--- src/rtl/fifo_sl_pkg.sv ---
// Shared definitions for the FIFO serial-link reader-side arbitration logic.
// OBI field widths and the index-width helper used to size master IDs.
package fifo_sl_pkg;

    localparam int BE_WIDTH       = 4;
    localparam int OBI_DATA_WIDTH = 32;
    localparam int OBI_ADDR_WIDTH = 32;

    // A single-master configuration still needs a 1-bit index to stay legal.
    function automatic int idx_w(input int n);
        return (n > 1) ? $clog2(n) : 1;
    endfunction

endpackage : fifo_sl_pkg

--- src/rtl/fifo_rr_pick.sv ---
// Round-robin pick: lowest-index requester at or above ptr_i, wrapping to 0.
// Search runs over a doubled request vector so the wrap needs no special case.
module fifo_rr_pick
    import fifo_sl_pkg::*;
#(
    parameter int NUM_REQ = 4,
    parameter int IDX_W   = idx_w(NUM_REQ)
) (
    input  logic [NUM_REQ-1:0] req_i,
    input  logic [IDX_W-1:0]   ptr_i,
    output logic [IDX_W-1:0]   pick_o,
    output logic               any_req_o
);

    logic [2*NUM_REQ-1:0] dbl_req;
    logic [2*NUM_REQ-1:0] pos_mask;

    // Lower copy only counts at or above the pointer; upper copy is the wrap.
    for (genvar gi = 0; gi < NUM_REQ; gi++) begin : g_mask
        assign pos_mask[gi]           = (IDX_W'(gi) >= ptr_i);
        assign pos_mask[gi + NUM_REQ] = 1'b1;
    end

    assign dbl_req   = {req_i, req_i} & pos_mask;
    assign any_req_o = |req_i;

    always_comb begin
        logic found;
        found  = 1'b0;
        pick_o = '0;
        for (int i = 0; i < 2 * NUM_REQ; i++) begin
            if (!found && dbl_req[i]) begin
                found  = 1'b1;
                pick_o = IDX_W'(i % NUM_REQ);
            end
        end
    end

endmodule : fifo_rr_pick

--- src/rtl/fifo_reader_rr_arbiter.sv ---
// Shares the FIFO reader OBI port among NUM_REQ masters with round-robin fairness.
// Reads go to the FIFO; writes are accepted and answered locally with rdata 0.
module fifo_reader_rr_arbiter
    import fifo_sl_pkg::*;
#(
    parameter int NUM_REQ    = 4,
    parameter int DATA_WIDTH = OBI_DATA_WIDTH,
    parameter int ADDR_WIDTH = OBI_ADDR_WIDTH
) (
    input  logic                           clk_i,
    input  logic                           rst_ni,
    input  logic [NUM_REQ-1:0]             m_req_i,
    output logic [NUM_REQ-1:0]             m_gnt_o,
    output logic [NUM_REQ-1:0]             m_rvalid_o,
    input  logic [NUM_REQ*ADDR_WIDTH-1:0]  m_addr_i,
    input  logic [NUM_REQ-1:0]             m_we_i,
    input  logic [NUM_REQ*BE_WIDTH-1:0]    m_be_i,
    input  logic [NUM_REQ*DATA_WIDTH-1:0]  m_wdata_i,
    output logic [DATA_WIDTH-1:0]          m_rdata_o,
    output logic                           s_req_o,
    input  logic                           s_gnt_i,
    input  logic                           s_rvalid_i,
    output logic [ADDR_WIDTH-1:0]          s_addr_o,
    output logic                           s_we_o,
    output logic [BE_WIDTH-1:0]            s_be_o,
    input  logic [DATA_WIDTH-1:0]          s_rdata_i,
    output logic [DATA_WIDTH-1:0]          s_wdata_o
);

    localparam int IDX_W = idx_w(NUM_REQ);

    logic [IDX_W-1:0]      rr_ptr_q, rr_ptr_d;
    logic                  rsp_valid_q, rsp_valid_d;
    logic [IDX_W-1:0]      rsp_id_q, rsp_id_d;
    logic                  rsp_local_q, rsp_local_d;

    logic [IDX_W-1:0]      pick;
    logic                  any_req;
    logic                  handshake;
    logic [ADDR_WIDTH-1:0] addr_arr [NUM_REQ];
    logic [BE_WIDTH-1:0]   be_arr   [NUM_REQ];

    // Write data is never forwarded; the FIFO reader port has no write path.
    logic unused_wdata;
    assign unused_wdata = ^m_wdata_i;

    for (genvar gi = 0; gi < NUM_REQ; gi++) begin : g_unpack
        assign addr_arr[gi] = m_addr_i[gi*ADDR_WIDTH +: ADDR_WIDTH];
        assign be_arr[gi]   = m_be_i[gi*BE_WIDTH +: BE_WIDTH];
    end

    fifo_rr_pick #(
        .NUM_REQ (NUM_REQ),
        .IDX_W   (IDX_W)
    ) u_pick (
        .req_i     (m_req_i),
        .ptr_i     (rr_ptr_q),
        .pick_o    (pick),
        .any_req_o (any_req)
    );

    // Request side: grants and slave request are held low while in reset.
    always_comb begin
        m_gnt_o   = '0;
        s_req_o   = 1'b0;
        handshake = 1'b0;
        s_addr_o  = addr_arr[pick];
        s_be_o    = be_arr[pick];
        s_we_o    = 1'b0;
        s_wdata_o = '0;
        if (rst_ni && any_req) begin
            if (m_we_i[pick]) begin
                m_gnt_o[pick] = 1'b1;
                handshake     = 1'b1;
            end else begin
                s_req_o       = 1'b1;
                m_gnt_o[pick] = s_gnt_i;
                handshake     = s_gnt_i;
            end
        end
    end

    always_comb begin
        rr_ptr_d    = rr_ptr_q;
        rsp_valid_d = handshake;
        rsp_id_d    = rsp_id_q;
        rsp_local_d = rsp_local_q;
        if (handshake) begin
            rr_ptr_d    = (pick == IDX_W'(NUM_REQ - 1)) ? '0 : pick + 1'b1;
            rsp_id_d    = pick;
            rsp_local_d = m_we_i[pick];
        end
    end

    always_ff @(posedge clk_i or negedge rst_ni) begin
        if (!rst_ni) begin
            rr_ptr_q    <= '0;
            rsp_valid_q <= 1'b0;
            rsp_id_q    <= '0;
            rsp_local_q <= 1'b0;
        end else begin
            rr_ptr_q    <= rr_ptr_d;
            rsp_valid_q <= rsp_valid_d;
            rsp_id_q    <= rsp_id_d;
            rsp_local_q <= rsp_local_d;
        end
    end

    // Response side: the FIFO answers exactly one cycle after its pop.
    always_comb begin
        m_rvalid_o = '0;
        m_rdata_o  = '0;
        if (rsp_valid_q) begin
            m_rvalid_o[rsp_id_q] = rsp_local_q | s_rvalid_i;
            if (!rsp_local_q) begin
                m_rdata_o = s_rdata_i;
            end
        end
    end

    a_gnt_onehot : assert property (@(posedge clk_i) disable iff (!rst_ni)
        $onehot0(m_gnt_o));
    a_rvalid_onehot : assert property (@(posedge clk_i) disable iff (!rst_ni)
        $onehot0(m_rvalid_o));
    a_rvalid_expected : assert property (@(posedge clk_i) disable iff (!rst_ni)
        s_rvalid_i |-> (rsp_valid_q && !rsp_local_q));

endmodule : fifo_reader_rr_arbiter

--- config.mk ---
export PLATFORM = sky130hd
export DESIGN_NAME = fifo_reader_rr_arbiter
export DESIGN_NICKNAME = d
export VERILOG_FILES = /design/src/rtl/fifo_sl_pkg.sv /design/src/rtl/fifo_rr_pick.sv /design/src/rtl/fifo_reader_rr_arbiter.sv
export SDC_FILE = /design/constraint.sdc
export NUM_CORES = 1
export LEC_CHECK = 0
export BUFFER_PORTS_ARGS = -buffer_cell sky130_fd_sc_hd__buf_2
export CORE_AREA = 2 2 165 167
export CTS_BUF_LIST = sky130_fd_sc_hd__clkbuf_16
export CTS_CLUSTER_DIAMETER = 100
export DETAILED_ROUTE_END_ITERATION = 16
export DIE_AREA = 0 0 167 169
export GPL_ROUTABILITY_DRIVEN = 1
export PLACE_DENSITY = 0.42
export SETUP_SLACK_MARGIN = 0.3
export SYNTH_ARGS = -nofsm -noshare
export SYNTH_HDL_FRONTEND = slang
export SYNTH_SLANG_ARGS = --single-unit
--- constraint.sdc ---
create_clock -name clk_i -period 2.1 [get_ports clk_i]
set_input_delay 0.105 -clock clk_i [delete_from_list [all_inputs] [get_ports clk_i]]
set_output_delay 0.105 -clock clk_i [all_outputs]
set_load 0.05 [all_outputs]
; ---- After elaboration in Yosys (flattened, before gate mapping)
; Index checks and enable logic that the tools add are counted.
[totals]
reg_bits = 6
inputBits = 316
output_inout_bits = 110
[op_classes]
addsub = 1
magnitude_cmp = 9
n_eq_ne = 1
muxes = 36
bitwise = 5
n_reduce_logical = 18
[ops]
columns = op, n
row1 = $mux W32, 4
row2 = $bmux W32 S2, 1
row3 = $mux W4, 5
row4 = $mux W1, 15
row5 = $mux W2, 7
row6 = $logic_and A1 B1 Y1, 10
row7 = $and A4 B4 Y4, 2
row8 = $and A8 B8 Y8, 1
row9 = $bmux W4 S2, 1
row10 = $logic_not A1 Y1, 7
row11 = $lt A2 B3 Y1 const B, 2
row12 = $demux W1 S2, 2
row13 = $ge A1 B2 Y1 const A, 2
row14 = $ge A2 B1 Y1 const B, 2
row15 = $ge A2 B2 Y1 const A, 2
row16 = $reduce_or A4 Y1, 1
row17 = $ge A3 B3 Y1 const B, 1
row18 = $not A2 Y3, 1
row19 = $add A2 B1 Y2 const B, 1
row20 = $bmux W1 S2, 1
row21 = $eq A2 B2 Y1 const B, 1
row22 = $or A1 B1 Y1, 1

; ---- Logic depth before layout (Yosys ltp)
; Gate-level depths: netlist of run 1.
[logic_depth]
word_depth = 31
depth_mapped = 9
mapped_depth_nobuf = 7

; ---- Cells and area by module
; A second synthesis of run 1 with hierarchy kept.
[unflattened]
cells_unflattened = 187
area_unflattened_um2 = 1941.9
[by_module_without_submodules]
columns = module, instances, cells_per_inst, area_per_inst_um2
row1 = fifo_reader_rr_arbiter, 1, 175, 1868.0
row2 = fifo_rr_pick, 1, 12, 73.8

; ---- Worst setup path after synthesis of run 1
; Ideal clock, no wire load.
[synth_timing]
path_kind = reg2out
start = register rr_ptr_q[0]
end = output port s_addr_o[26]
arrival_time_ns = 2.398
required_ns = 1.995
path_slack_ns = -0.403
stages_incl_launch_ff = 9
path_cell_list = dfrtp_1 -> nand2b_1 -> nor2b_1 -> o32a_1 -> inv_1 -> buf_2 -> clkbuf_1 -> nand2_1 -> a31oi_1
[synth_via]
elab_chain_cells = 28
elab_cells_between_ends = 37
classes_between = order compare: 4 / mux: 17 / bitwise: 2 / reduce/logical: 14
[synth_rtl]
columns = element, line
row1 = start: declaration, fifo_reader_rr_arbiter.sv:32  ; logic [IDX_W-1:0] rr_ptr_q, rr_ptr_d;
row2 = start signal: assignment, fifo_reader_rr_arbiter.sv:102  ; rr_ptr_q <= rr_ptr_d;
row3 = $ge A1 B2 Y1, fifo_rr_pick.sv:20  ; assign pos_mask[gi] = (IDX_W'(gi) >= ptr_i);
row4 = $and A8 B8 Y8 (*), fifo_rr_pick.sv:24  ; assign dbl_req = {req_i, req_i} & pos_mask;
row5 = $mux W1, fifo_rr_pick.sv:32  ; if (!found && dbl_req[i]) begin
row6 = $logic_not A1 Y1, fifo_rr_pick.sv:32
row7 = $logic_and A1 B1 Y1, fifo_rr_pick.sv:32
row8 = $mux W1, fifo_rr_pick.sv:32
row9 = $logic_not A1 Y1, fifo_rr_pick.sv:32
row10 = $logic_and A1 B1 Y1, fifo_rr_pick.sv:32
row11 = [... 11 more ...], --
row12 = $logic_and A1 B1 Y1, fifo_rr_pick.sv:32
row13 = $mux W1, fifo_rr_pick.sv:32
row14 = $logic_not A1 Y1, fifo_rr_pick.sv:32
row15 = $logic_and A1 B1 Y1, fifo_rr_pick.sv:32
row16 = $mux W2 (*), fifo_rr_pick.sv:32
row17 = $not A2 Y3 (not written as such) (*), fifo_reader_rr_arbiter.sv:67  ; s_addr_o = addr_arr[pick];
row18 = $bmux W32 S2 (*), fifo_reader_rr_arbiter.sv:67
row19 = $mux W32 (not written as such) (*) (2 in series), fifo_reader_rr_arbiter.sv:67
row20 = end: declaration, fifo_reader_rr_arbiter.sv:23  ; output logic [ADDR_WIDTH-1:0] s_addr_o,
; Mark *: on every way between the ends. The rest lies on a longest branch, timed or not. The select of a mux whose other input is x is not followed.

; ---- Worst setup path in the final report of run 1
[layout_timing]
start = register rr_ptr_q[0]
end = output port s_addr_o[10]
; The elaborated chain is that of the path after synthesis.

==> run metrics, run 1 <==
overall power roughly 8.4 mW; area growth from synthesis to final layout 171%; min Tclk post-route 2270 ps; Fillers 3006; Slew HR 64.9%; Mean Syn Cell Area 5.67 um2; FP Rows 60; CTS Buffer Depth 2; HP Start s_gnt_i; vias in the first global route 3402; GR Overflow Total 0; Final #Nets 976; Worst-path clk slew 30 ps; post-synth top area share about a quarter; hold slack 232 ps; first-pass GRT wire length between 20000 and 25000 um; routed len/inst 15.9 um; Starting Density under 10%; via/cell ratio 3.57; DRC Markers 0; Critical R2R Launch rr_ptr_q[0]$_DFFE_PN0P_; peak supply drop 0.000578 V; Setup crit start kind flop; max_cap viols 0; CP Data Required Time ~2000 ps; violations in the final reports setup timing; post-synth cell types 29; WS Path Type reg -> out; count of state elements after synthesis 6; Die X ~170 um; RSZ-0062 raised after global routing true; status complete, but fails checks; sequential share of the synthesized area 7.25%; post-route setup slack -171 ps; Global Route Usage Sum 10.3%; Hold Path Class in -> reg; number of DRC markers in iteration 0 85; Finished Core Util 21.2%; largest area contributor in the netlist nand2_1; Num CTS Buffers 3; Die H 169 um; # placed instances 968; largest net degree at the start of global routing 33; fmax roughly 0.44 GHz; crit-path max FO 6; GPL Wtd Cong slightly above 0.7; Core ar. ~27000 um2; Final Hold Viols 0; P per Cell Area around 1500 nW/um2; die footprint 28200 um2; Clock Latency Late Sink 230 ps; Worst setup EP type primary output; Max Slew Vio Count 0; Routed Antenna Nets 0; initial antenna violation count 4; H-tree depth 1; share of post-route cells with drive strength above 1 66.2%; Final HPWL DP approximately 12000 um; Sink Count 6; IO Count 426; PortBufs between 200 and 300; Synth Instances 365; Critical Path Source rr_ptr_q[0]$_DFFE_PN0P_; Final setup viols 42; Mapped Area 2070 um2; DR vias about 3600; Synth warnings 0; leakage power figure ~2.7 nW; DRT Pass-1 Iters 4; synth top area cells nand2_1 26%, buf_4 12%, a31oi_1 11%; root buf cell clkbuf_16; Routed Wire Length 15900 um; fin cells 997; Slew @ Worst Pin 521 ps; clock skew between 1 and 1.5 ps; Final Cycle Share 108%; critical path arrival 2170 ps; CTS tree built
final timing paths:
check                      cells past startpoint                       to  slack, ps
setup / recovery                              11             s_addr_o[10]       -170
hold / removal                                 3  rsp_local_q$_DFFE_PN0P_        230
setup reg to reg                               8  rr_ptr_q[1]$_DFFE_PN0P_        -30
hold reg to reg                                1  rsp_local_q$_DFFE_PN0P_        540
max in group asynchronous                      2  rsp_id_q[1]$_DFFE_PN0P_       1530
min in group asynchronous                      2  rr_ptr_q[0]$_DFFE_PN0P_        330
power breakdown:
part / switching [mW] / leakage (nW) / internal (mW)
Clock: 0.0645 / 0.0370 / 0.244
Combinational: 4.56 / 2.61 / 3.35
Sequential: 0.0370 / 0.0706 / 0.167
layout by cell type, fill, tap and decap left out, drive strengths merged:
cell,instances
nand2,145
o22ai,1
a31oi,37
bufbuf,1
dfrtp,6
mux2,2
conb,33
buf,309
nor3,4
diode,2
mux2i,4
ha,4
clkinv,1
a22o,1
or3,1
and2,36
a211oi,2
clkbuf,6
o32a,1
and3,36
o41ai,1
a21o,1
a221oi,1
nor2b,2
nor2,6
dlygate4sd3,1
nand2b,2
a21oi,3
o21ai,1
inv,6
synthesized netlist by cell type:
cell,number
a221oi_4,1
a31oi_1,37
nor2b_1,2
a22o_1,1
o32a_1,1
and3_1,36
nand2b_1,2
o22ai_1,1
conb_1,1
a21oi_1,3
ha_1,4
inv_1,7
a211oi_1,1
nor3_1,4
nand2_1,145
a211oi_4,1
clkbuf_1,18
buf_4,33
o41ai_1,1
mux2_4,2
a21o_1,1
and2_1,36
buf_2,5
mux2i_1,4
buf_1,4
o21ai_0,1
nor2_1,6
dfrtp_1,6
or3_1,1
stage by stage:
| step | area [um2] | TNS, ps | setup WS, ps |
|---|---|---|---|
| after global routing | 5610 | -8700 | -258 |
| after CTS | 5410 | -4950 | -175 |
| after floorplan | 3010 | 0 | 114 |
| after global placement | 4630 | -2680 | -138 |
| after detailed placement | 4630 | -2630 | -127 |
| final | 5610 | -4620 | -171 |
worst max-delay path, cell delays in order, from the launching register on:
cell      delay (ps)
dfrtp_1          380
nand2b_4         150
nor2b_4          120
o32a_4           250
buf_6            150
clkinv_8          70
buf_12           130
buf_16           140
nand2_2           50
and3_4           170
a31oi_4          160
buf_8            170
routing by layer:
layer | track usage [%] | vias up | share of wire [%]
li1 | - | 1737 | -
met1 | 14.2 | 1641 | 45
met2 | 16.4 | 180 | 46
met3 | 2.71 | 4 | 8.0
met4 | 1.31 | 2 | 0.23
met5 | 0 | - | 0.082
sequential cells by signal, indices dropped and copies added, names as in the netlist:
name / cells
rsp_id_q: 2
rsp_valid_q: 1
rr_ptr_q: 2
rsp_local_q: 1
what timing repair did:
item                                    4_1_cts  5_1_grt
buffers inserted                             13        0
endpoints found under the setup margin       47       47
endpoints found under the hold margin         6        0
pin swaps                                    12       33
gates resized for setup                     124       37
hold buffers                                  1        0
gates cloned                                  7        3
kinds of logic (layout without fill, tap and decap cells):
logic type,after synthesis,count (layout),share of synthesized area [%]
adders and majority gates,4,4,2.42
DFF,6,6,7.25
other,1,35,0.181
and+or+nand+nor,232,232,51.6
muxes,6,6,3.38
buffers and inverters,67,324,18.4
AOI/OAI and AO/OA,49,49,16.7
cell type report:
| type | instances | area, um2 | share of cell area, % |
|---|---|---|---|
| multi-input cells | 324 | 2540 | 45.2 |
| repair buffers | 314 | 2370 | 42.2 |
| well taps | 341 | 427 | 7.60 |
| flip-flops and latches | 6 | 150 | 2.68 |
| clock buffers | 3 | 75.1 | 1.34 |
| inverters | 7 | 46.3 | 0.825 |
| diodes | 2 | 5.00 | 0.0892 |
Note: power is estimated with default switching activity, not from simulation.
==> run 2: changes to the inputs <==
--- a/config.mk
+++ b/config.mk
@@ -13,6 +13,7 @@
 export DIE_AREA = 0 0 167 169
 export GPL_ROUTABILITY_DRIVEN = 1
 export PLACE_DENSITY = 0.42
+export REMOVE_ABC_BUFFERS = 1
 export SETUP_SLACK_MARGIN = 0.3
 export SYNTH_ARGS = -nofsm -noshare
 export SYNTH_HDL_FRONTEND = slang
==> run metrics, run 2 (synthesized netlist as in run 1, its figures left out) <==
Routed Wire Length 13300 um (-16%); CTS tree built; Hold Path Class in -> reg; first-pass GRT wire length 18900 um (-14%); fmax 0.429 GHz (-2.7%); Starting Density 7.81% (unchanged); critical path arrival 2230 ps (+60 ps); WS Path Type reg -> out; setup tns final -8000 ps (-3390 ps); DRT Pass-1 Iters 4 (unchanged); Fillers 2964 (-1.4%); clock skew 0.232 ps (-1.21 ps); area growth from synthesis to final layout 159%; # diodes 0 (-2); violations in the final reports setup timing; min Tclk post-route 2330 ps (+62.9 ps); DR vias 3680 (+3.3%); post-route setup slack -234 ps (-62.9 ps); CP Data Required Time 2000 ps (about the same); Finished Core Util 20.3% (-0.92 points); H-tree depth 1 (unchanged); Clock Latency Late Sink 230 ps (about the same); Core ar. 26500 um2 (unchanged); Critical Path Source rr_ptr_q[0]$_DFFE_PN0P_; via/cell ratio 3.58 (+0.14%); Placed Area 4130 um2 (-11%); pre-CTS worst setup slack -306 ps (-179 ps); CTS Buffer Depth 2 (unchanged); RSZ-0062 raised after global routing true; vias in the first global route 3543 (+4.1%); PortBufs 264 (unchanged); routed len/inst 12.9 um (-19%); commonest non-fill, non-tap cell in the layout buf_2; status complete, but fails checks; leakage power figure 2.82 nW (+3.8%); GR Overflow Total 0 (unchanged); Final Hold Viols 0 (unchanged); share of post-route cells with drive strength above 1 61.3% (-4.9 points); number of DRC markers in iteration 0 85 (unchanged); DRC Markers 0 (unchanged); Die X 167 um (unchanged); most frequent cells in the layout 223 x buf_2, 116 x nand2_1, 59 x buf_4, 33 x conb_1, 32 x and2_1; FF-to-FF setup slack -210 ps (-180 ps); post-layout instance area 5370 um2 (-4.3%); Critical R2R Launch rr_ptr_q[0]$_DFFE_PN0P_; Die H 169 um (unchanged); FP Rows 60 (unchanged); Final setup viols 44 (+4.8%); max_cap viols 0 (unchanged); crit path to m_gnt_o[2]; Routed Antenna Nets 0 (unchanged); Final #Nets 1009 (+3.4%); root buf cell clkbuf_16; Worst setup EP type primary output; Worst-path clk slew 30 ps (about the same); crit-path max FO 7 (+1); Max Slew Vio Count 0 (unchanged); die footprint 28200 um2 (unchanged); initial antenna violation count 0 (-4); P per Cell Area 1500 nW/um2 (-0.21%); reg2reg path depth 8 (unchanged); Global Route Usage Sum 8.51% (-1.7 points); Setup crit start kind flop; largest registers rr_ptr_q (2), rsp_id_q (2); IO Count 426 (unchanged); r2r endpoint rr_ptr_q[1]$_DFFE_PN0P_; Sink Count 6 (unchanged); GPL Wtd Cong 0.760 (+4.5%); Final Cycle Share 111% (+3.0 points); Final HPWL DP 9890 um (-18%); largest net degree at the start of global routing 25 (-24%); Num CTS Buffers 3 (unchanged); peak supply drop 0.000708 V (+22%)
run 2: changes by cell type in the layout (fill, tap and decap cells not counted), sizes merged:
| cell | before | now |
|---|---|---|
| buf | 309 | 345 |
| inv | 6 | 7 |
| diode | 2 | 0 |
| bufbuf | 1 | 0 |
| clkinv | 1 | 0 |
| clkbuf | 6 | 4 |
run 2: worst min path at each step:
stage	slack, ps	end	cells past startpoint	start
floorplan	-190	rr_ptr_q[0]$_DFFE_PN0P_	0	rst_ni
global placement	-50	rr_ptr_q[0]$_DFFE_PN0P_	1	rst_ni
detailed placement	-50	rsp_valid_q$_DFF_PN0_	1	rst_ni
CTS	210	rsp_local_q$_DFFE_PN0P_	3	s_gnt_i
global route	260	rsp_local_q$_DFFE_PN0P_	3	s_gnt_i
finish	210	rsp_local_q$_DFFE_PN0P_	3	s_gnt_i
run 2: area by class of cell:
type                    count  area (um2)  area share (%)
multi-input cells         324        2050            38.2
flip-flops and latches      6         150            2.80
inverters                   7        33.8           0.630
well taps                 341         427            7.95
clock buffers               3        75.1            1.40
repair buffers            347        2630            49.0
run 2: where the power goes:
group | switching (mW) | internal [mW] | leakage, nW
clock | 0.0597 | 0.244 | 0.0370
sequential | 0.0406 | 0.167 | 0.0706
combinational | 4.21 | 3.31 | 2.71
total | 4.31 | 3.72 | 2.82
run 2: what timing repair did:
action | in CTS | in global routing
resized for setup | 120 | 52
hold buffers | 1 | 0
buffers inserted | 20 | 13
endpoints found under the setup margin | 67 | 47
endpoints found under the hold margin | 6 | 0
gates cloned | 6 | 1
pin swaps | 47 | 21
run 2: metrics by stage:
stage / power, mW / hold slack (ps) / std cells
final: 8.04 / 208 / 1028
after global routing: 8.51 / 264 / 1028
after CTS: 7.60 / 211 / 1014
after detailed placement: 5.90 / -48.2 / 984
after global placement: 5.92 / -46.9 / 984
after floorplan: 3.54 / -191 / 337
run 2: per-layer routing:
layer  wire length, um  share of wire, %  track usage (%)
met5                 0                 0                0
met4               119              0.90             1.27
met3              1160               8.7             1.78
met2              6970                53             17.1
met1              5000                38             9.21
run 2: worst max-delay path: stages (launching register included):
cell and delay, ps:
dfrtp_1 400, nand2b_4 160, nor2b_4 120, o32a_4 280, mux2_4 350, a221oi_4 340, and2_4 210, buf_8 140
